File: src/rtl/serial_interp_fir_if.sv
// Stream and coefficient-port bundle for serial_interp_fir.
// Handshake rule: a word moves on a clk edge where valid && ready; valid holds its payload until then.
interface serial_interp_fir_if #(
    parameter int L  = 4,
    parameter int T  = 6,
    parameter int DW = 8,
    parameter int CW = 8,
    parameter int OW = 16
);
    localparam int PW = (L > 1) ? $clog2(L) : 1;
    localparam int AW = (L * T > 1) ? $clog2(L * T) : 1;

    logic signed [DW-1:0] x;
    logic                 x_valid;
    logic                 x_ready;
    logic signed [OW-1:0] y;
    logic                 y_valid;
    logic                 y_ready;
    logic [PW-1:0]        y_phase;
    logic                 coef_we;
    logic [AW-1:0]        coef_addr;
    logic signed [CW-1:0] coef_data;

    modport master (
        output x, x_valid, y_ready, coef_we, coef_addr, coef_data,
        input  x_ready, y, y_valid, y_phase
    );

    modport slave (
        input  x, x_valid, y_ready, coef_we, coef_addr, coef_data,
        output x_ready, y, y_valid, y_phase
    );
endinterface

File: src/rtl/serial_interp_fir.sv
// Polyphase interpolating FIR with one shared multiplier: each accepted sample yields L
// outputs, phase p computed as sum over k of d[k]*h[k*L+p], one product per clock.
module serial_interp_fir #(
    parameter int L  = 4,
    parameter int T  = 6,
    parameter int DW = 8,
    parameter int CW = 8,
    parameter int OW = 16
) (
    input  logic                 clk,
    input  logic                 rst,
    serial_interp_fir_if.slave   bus,
    output logic [1:0]           dbg_state
);
    localparam int N     = L * T;
    localparam int PW    = (L > 1) ? $clog2(L) : 1;
    localparam int KW    = (T > 1) ? $clog2(T) : 1;
    localparam int AW    = (N > 1) ? $clog2(N) : 1;
    localparam int ACC_W = DW + CW + $clog2(T);

    localparam logic [KW-1:0] K_LAST = KW'(T - 1);
    localparam logic [PW-1:0] P_LAST = PW'(L - 1);
    localparam logic [AW:0]   N_W    = (AW + 1)'(N);
    localparam logic signed [ACC_W-1:0] Y_MAX = ACC_W'(2 ** (OW - 1) - 1);
    localparam logic signed [ACC_W-1:0] Y_MIN = ~Y_MAX;

    typedef enum logic [1:0] {
        S_IDLE = 2'd0,
        S_MAC  = 2'd1,
        S_OUT  = 2'd2
    } state_t;

    state_t state_q, state_d;

    logic signed [DW-1:0]    d [T];
    logic signed [CW-1:0]    h [N];
    logic signed [ACC_W-1:0] acc;
    logic signed [OW-1:0]    y_q;
    logic                    y_valid_q;
    logic [PW-1:0]           y_phase_q;
    logic [PW-1:0]           p;
    logic [KW-1:0]           k;

    logic [AW-1:0]           h_idx;
    logic signed [DW-1:0]    d_sel;
    logic signed [CW-1:0]    h_sel;
    logic signed [DW+CW-1:0] prod;
    logic signed [ACC_W-1:0] mac_sum;
    logic signed [OW-1:0]    y_sat;
    logic                    coef_ok;

    assign bus.x_ready = (state_q == S_IDLE);
    assign bus.y       = y_q;
    assign bus.y_valid = y_valid_q;
    assign bus.y_phase = y_phase_q;
    assign dbg_state   = state_q;

    always_ff @(posedge clk) begin
        if (!rst) state_q <= S_IDLE;
        else      state_q <= state_d;
    end

    always_comb begin
        state_d = state_q;
        case (state_q)
            S_IDLE: if (bus.x_valid) state_d = S_MAC;
            S_MAC:  if (k == K_LAST) state_d = S_OUT;
            S_OUT:  if (bus.y_ready) state_d = (p == P_LAST) ? S_IDLE : S_MAC;
            default: state_d = S_IDLE;
        endcase
    end

    // Tap k of phase p lives at h[k*L+p]; the accumulator restarts on k==0.
    always_comb begin
        h_idx   = AW'(k) * AW'(L) + AW'(p);
        d_sel   = d[k];
        h_sel   = h[h_idx];
        prod    = d_sel * h_sel;
        mac_sum = ((k == '0) ? '0 : acc) + ACC_W'(prod);
        if (mac_sum > Y_MAX)      y_sat = Y_MAX[OW-1:0];
        else if (mac_sum < Y_MIN) y_sat = Y_MIN[OW-1:0];
        else                      y_sat = mac_sum[OW-1:0];
        coef_ok = ({1'b0, bus.coef_addr} < N_W);
    end

    always_ff @(posedge clk) begin
        if (!rst) begin
            for (int i = 0; i < T; i++) d[i] <= '0;
            for (int i = 0; i < N; i++) h[i] <= '0;
            acc       <= '0;
            y_q       <= '0;
            y_valid_q <= 1'b0;
            y_phase_q <= '0;
            p         <= '0;
            k         <= '0;
        end else begin
            case (state_q)
                S_IDLE: begin
                    if (bus.coef_we && coef_ok) h[bus.coef_addr] <= bus.coef_data;
                    if (bus.x_valid) begin
                        d[0] <= bus.x;
                        for (int i = T - 1; i > 0; i--) d[i] <= d[i-1];
                        p <= '0;
                        k <= '0;
                    end
                end
                S_MAC: begin
                    acc <= mac_sum;
                    k   <= k + 1'b1;
                    if (k == K_LAST) begin
                        y_q       <= y_sat;
                        y_phase_q <= p;
                        y_valid_q <= 1'b1;
                    end
                end
                S_OUT: begin
                    if (bus.y_ready) begin
                        y_valid_q <= 1'b0;
                        if (p != P_LAST) begin
                            p <= p + 1'b1;
                            k <= '0;
                        end
                    end
                end
                default: ;
            endcase
        end
    end
endmodule

File: src/flat_wrapper.sv
// flat-port wrapper written by rule: the top's interface ports become plain ports
module serial_interp_fir_flat 
#(
    parameter int L  = 4,
    parameter int T  = 6,
    parameter int DW = 8,
    parameter int CW = 8,
    parameter int OW = 16
)
  (clk, rst, dbg_state, bus_x, bus_x_valid, bus_y_ready, bus_coef_we, bus_coef_addr, bus_coef_data, bus_x_ready, bus_y, bus_y_valid, bus_y_phase);
  serial_interp_fir_if #(.L(L), .T(T), .DW(DW), .CW(CW), .OW(OW)) bus_i ();
  input  logic clk;
  input  logic rst;
  output logic [1:0] dbg_state;
  input wire logic [$bits(bus_i.x)-1:0] bus_x;
  input wire logic [$bits(bus_i.x_valid)-1:0] bus_x_valid;
  input wire logic [$bits(bus_i.y_ready)-1:0] bus_y_ready;
  input wire logic [$bits(bus_i.coef_we)-1:0] bus_coef_we;
  input wire logic [$bits(bus_i.coef_addr)-1:0] bus_coef_addr;
  input wire logic [$bits(bus_i.coef_data)-1:0] bus_coef_data;
  output wire logic [$bits(bus_i.x_ready)-1:0] bus_x_ready;
  output wire logic [$bits(bus_i.y)-1:0] bus_y;
  output wire logic [$bits(bus_i.y_valid)-1:0] bus_y_valid;
  output wire logic [$bits(bus_i.y_phase)-1:0] bus_y_phase;
  assign bus_i.x = bus_x;
  assign bus_i.x_valid = bus_x_valid;
  assign bus_i.y_ready = bus_y_ready;
  assign bus_i.coef_we = bus_coef_we;
  assign bus_i.coef_addr = bus_coef_addr;
  assign bus_i.coef_data = bus_coef_data;
  assign bus_x_ready = bus_i.x_ready;
  assign bus_y = bus_i.y;
  assign bus_y_valid = bus_i.y_valid;
  assign bus_y_phase = bus_i.y_phase;
  serial_interp_fir #(.L(L), .T(T), .DW(DW), .CW(CW), .OW(OW)) u_core (.clk(clk), .rst(rst), .bus(bus_i), .dbg_state(dbg_state));
endmodule
File: config.mk
export PLATFORM = sky130hd
export DESIGN_NAME = serial_interp_fir_flat
export DESIGN_NICKNAME = d
export VERILOG_FILES = /design/src/rtl/serial_interp_fir_if.sv /design/src/rtl/serial_interp_fir.sv /design/src/flat_wrapper.sv
export SDC_FILE = /design/constraint.sdc
export NUM_CORES = 1
export LEC_CHECK = 0
export BUFFER_PORTS_ARGS = -buffer_cell sky130_fd_sc_hd__buf_2
export CAP_MARGIN = 20
export CORE_MARGIN = 10
export CORE_UTILIZATION = 30
export CTS_BUF_LIST = sky130_fd_sc_hd__clkbuf_16
export DETAILED_ROUTE_END_ITERATION = 7
export PLACE_DENSITY = 0.45
export SLEW_MARGIN = 30
export SYNTH_ARGS = -nofsm -noshare
export SYNTH_HDL_FRONTEND = slang
export SYNTH_SLANG_ARGS = --single-unit
File: constraint.sdc
create_clock -name clk -period 19.2 [get_ports clk]
set_input_delay 3.84 -clock clk [delete_from_list [all_inputs] [get_ports clk]]
set_output_delay 3.84 -clock clk [all_outputs]
set_load 0.1 [all_outputs]
==> impl_metrics.json <==
{
  "syn-cell-area_mm2": 0.0187,
  "synthMuxAreaShare": 0.117,
  "finalHoldViolations": 0,
  "clock-sinks": 352,
  "cts-root-buf": "clkbuf_16",
  "rsz0062_at_grt": "no",
  "synth_compound_area_frac": 0.0557,
  "startpoint": "u_core.p[0]$_SDFFE_PN0P_",
  "min_to": "u_core.acc[3]$_SDFFE_PN0P_",
  "grt_pass1_vias": 11444,
  "clk_latency_ps": 590,
  "cp-start-kind": "flop",
  "port_buffers": 47,
  "yosys-top-cells-area": "edfxtp_1, mux4_2, and2_1",
  "yosysSeqAreaShare": 0.541,
  "end_kind": "flop",
  "power_density_mw_per_mm2": 107,
  "drt-total-wl_mm": 45.9,
  "ys_async_sr_fraction": 0,
  "crit_type": "flop to flop",
  "post_route_cells_drive_above_1_share": 0.158,
  "synthAdderAreaFrac": 0.0943,
  "ios": 48,
  "crit_path_frequent_cell": "fa_1",
  "firstDrtPassIters": 5,
  "setup_tns_ps": 0,
  "synth_enable_flop_cells": 304,
  "hp-start": "u_core.acc[3]$_SDFFE_PN0P_",
  "ctsHoldBuffers": 0,
  "status": "finished clean",
  "reg2reg_depth": 28,
  "layout_setup_ws_ps": 8800,
  "max_freq_mhz": 96.2,
  "maxCapViolCount": 0,
  "cts_tree": "done",
  "clk_pin_slew_ps": 60,
  "pre_cts_slack_ps": 8280,
  "avgViaCountPerCell": 4.57,
  "required_ps": 19690,
  "cts_resized": 0,
  "start_util": 0.303,
  "fp-row-count": 91,
  "dieArea_mm2": 0.0726,
  "ant_nets": 0,
  "yosys_warnings": 0,
  "reg2reg_to": "u_core.bus.y[0]$_SDFFE_PN0P_",
  "crit_path_max_incr_delay_ps": 750,
  "min-delay-path-class": "flop to flop",
  "dpl.hpwl_mm": 30.7,
  "gp_congestion": 0.778,
  "yosysTopAreaCell": "edfxtp_1",
  "hold-path-cell-count": 2,
  "fillCellCount": 6101,
  "ir_worst_vdd_mv": 0.0606,
  "core_mm2": 0.0616,
  "netlist_instances": 1433,
  "setup_viol": 0,
  "worst_clock_skew_ps": 40.4,
  "drv_slew": 0,
  "grt_util_all_layers": 0.125,
  "wire_per_inst_um": 19.0,
  "grt_pass1_wl_mm": 70.6,
  "worst-r2r-setup-slack_ps": 8800,
  "ys_ff_latch": 352,
  "period_minus_slack_ps": 10400,
  "design_area_mm2": 0.0215,
  "p_leak_uw": 0.00823,
  "syn_to_final_growth_pct": 15.5,
  "first_iter_violations": 797,
  "grt_overflow_total": 0,
  "synth_ff_type": "edfxtp_1",
  "synth_top_family_by_area": "simple AND/OR/NAND/NOR gates",
  "hold_slack_ps": 447,
  "utilization": 0.350,
  "route.detailed.drc": 0,
  "antenna_found_initial": 1,
  "nets": 1678,
  "chipHeight_um": 269,
  "dpl_cell_area_mm2": 0.0201,
  "die_w_um": 269,
  "critPathArrivalTime_ps": 10890,
  "cts.htree.levels": 2,
  "fin_crit_sh": 0.542,
  "clock_path_buffers": 3,
  "cts_setup_buffers": 0,
  "yosysTopAreaCellShare": 0.489,
  "synth-simple-area-share": 0.142,
  "cts_inserted_buffers": 44,
  "tightest_slew_ps": 961,
  "synthDistinctLibCells": 53,
  "r2r-start": "u_core.p[0]$_SDFFE_PN0P_",
  "vias": 11049,
  "synth_area_per_cell_um2": 13.0,
  "crit_path_max_fanout": 37,
  "crit_path_top_delay_cell": "dfxtp_4",
  "relSlewSlack": 0.355,
  "grt_max_degree": 60,
  "synthXorXnorAreaFrac": 0.0159
}
cell usage after synthesis (4+ instances only):
library cell  instances
clkbuf_1             58
nand2b_1              7
nand4_1               4
o21bai_1              4
xnor2_1              27
o211ai_1              4
and3_1                4
nand3b_1              5
buf_1                10
or2_2                12
a21oi_1              59
edfxtp_1            304
mux4_2               88
fa_1                 56
nand2_1              68
or3_1                 4
a211oi_1              9
mux2i_1              18
o21ai_0              55
nor2_1               95
nand3_1              14
nor3_1                4
and2_1              260
inv_1                94
ha_1                 51
a21o_1                7
xor2_1                5
dfxtp_1              48
o21ai_1              19
nor2b_1              10
through the flow:
stage	total power, uW	cells
detailed placement	1520	2335
floorplan	1370	1496
finish	2300	2418
CTS	2340	2416
global route	2450	2417
global placement	1520	2335
cells by family (layout without fill, tap and decap cells):
| logic type | after synthesis | count (layout) |
|---|---|---|
| muxes | 107 | 107 |
| buffers and inverters | 167 | 251 |
| xor gates and xnor gates | 33 | 33 |
| DFF | 352 | 352 |
| other | 1 | 65 |
| adders and majority gates | 107 | 107 |
| AOI/OAI and AO/OA | 175 | 175 |
| and+or+nand+nor | 491 | 491 |
area by class of cell:
class                           instances  area, um2  share of cell area
Sequential cell                       352      10100               0.469
Multi-Input combinational cell        977       8180               0.380
Clock buffer                           44       1100              0.0511
Tap cell                              837       1050              0.0486
Timing Repair Buffer                   74        438              0.0203
Inverter                               96        360              0.0167
Clock inverter                         37        314              0.0146
Antenna cell                            1       2.50            0.000116
power breakdown:
group / internal (uW) / switching (uW) / leakage [uW]
sequential: 877 / 16.9 / 0.00352
clock: 462 / 340 / 0.000730
combinational: 236 / 374 / 0.00398
worst max-delay path, delay by kind of cell, from the launching register on:
family / cells / cell delay, ps
flops: 1 / 750
fa+ha+maj: 6 / 2880
buf+inv: 5 / 1310
simple gates: 3 / 500
mux: 4 / 2130
compound gates: 10 / 2650
state kept, by name (all words and copies together), names as in the netlist, named ones only:
signal / flops
u_core.h: 256
u_core.k: 3
u_core.d: 48
u_core.p: 2
u_core.bus.y_valid: 1
u_core.acc: 19
u_core.bus.y_phase: 2
u_core.bus.y: 16
u_core.dbg_state: 2
worst max path at each step:
stage,to,cells past startpoint,slack (ps)
floorplan,u_core.bus.y[0]$_SDFFE_PN0P_,30,10430
global placement,u_core.bus.y[0]$_SDFFE_PN0P_,28,8550
detailed placement,u_core.bus.y[0]$_SDFFE_PN0P_,27,8280
CTS,u_core.bus.y[1]$_SDFFE_PN0P_,27,8200
global route,u_core.bus.y[1]$_SDFFE_PN0P_,28,7950
finish,u_core.bus.y[0]$_SDFFE_PN0P_,28,8800
per-layer routing:
layer / vias to the layer above / wire length [um] / global-route usage
met2: 158 / 21800 / 0.203
met5: - / 13 / 0
met3: 57 / 1760 / 0.0227
li1: 5262 / - / -
met1: 5570 / 21500 / 0.169
met4: 2 / 935 / 0.0334
cell usage in the layout, fill, tap and decap left out, types with 7 or more instances in the layout:
cell type  netlist  layout
conb_1           1      64
o21ai_0         55      46
buf_2            2      47
nand3_1         14      14
xnor2_1         27      27
inv_1           94     106
ha_1            51      51
a21oi_1         59      59
mux4_2          88      88
and2_1         260     260
clkinv_1         1      12
nand2_1         68      67
nor2_1          95      93
fa_1            56      56
buf_4            1      27
o21ai_1         19      27
edfxtp_1       304     304
a21o_1           7       7
or2_2           12      12
nor2b_1         10      10
nand2b_1         7       7
mux2i_1         18      17
dfxtp_1         48      46
a211oi_1         9       9
clkbuf_16        0      44
Note: power is estimated with default switching activity, not from simulation.
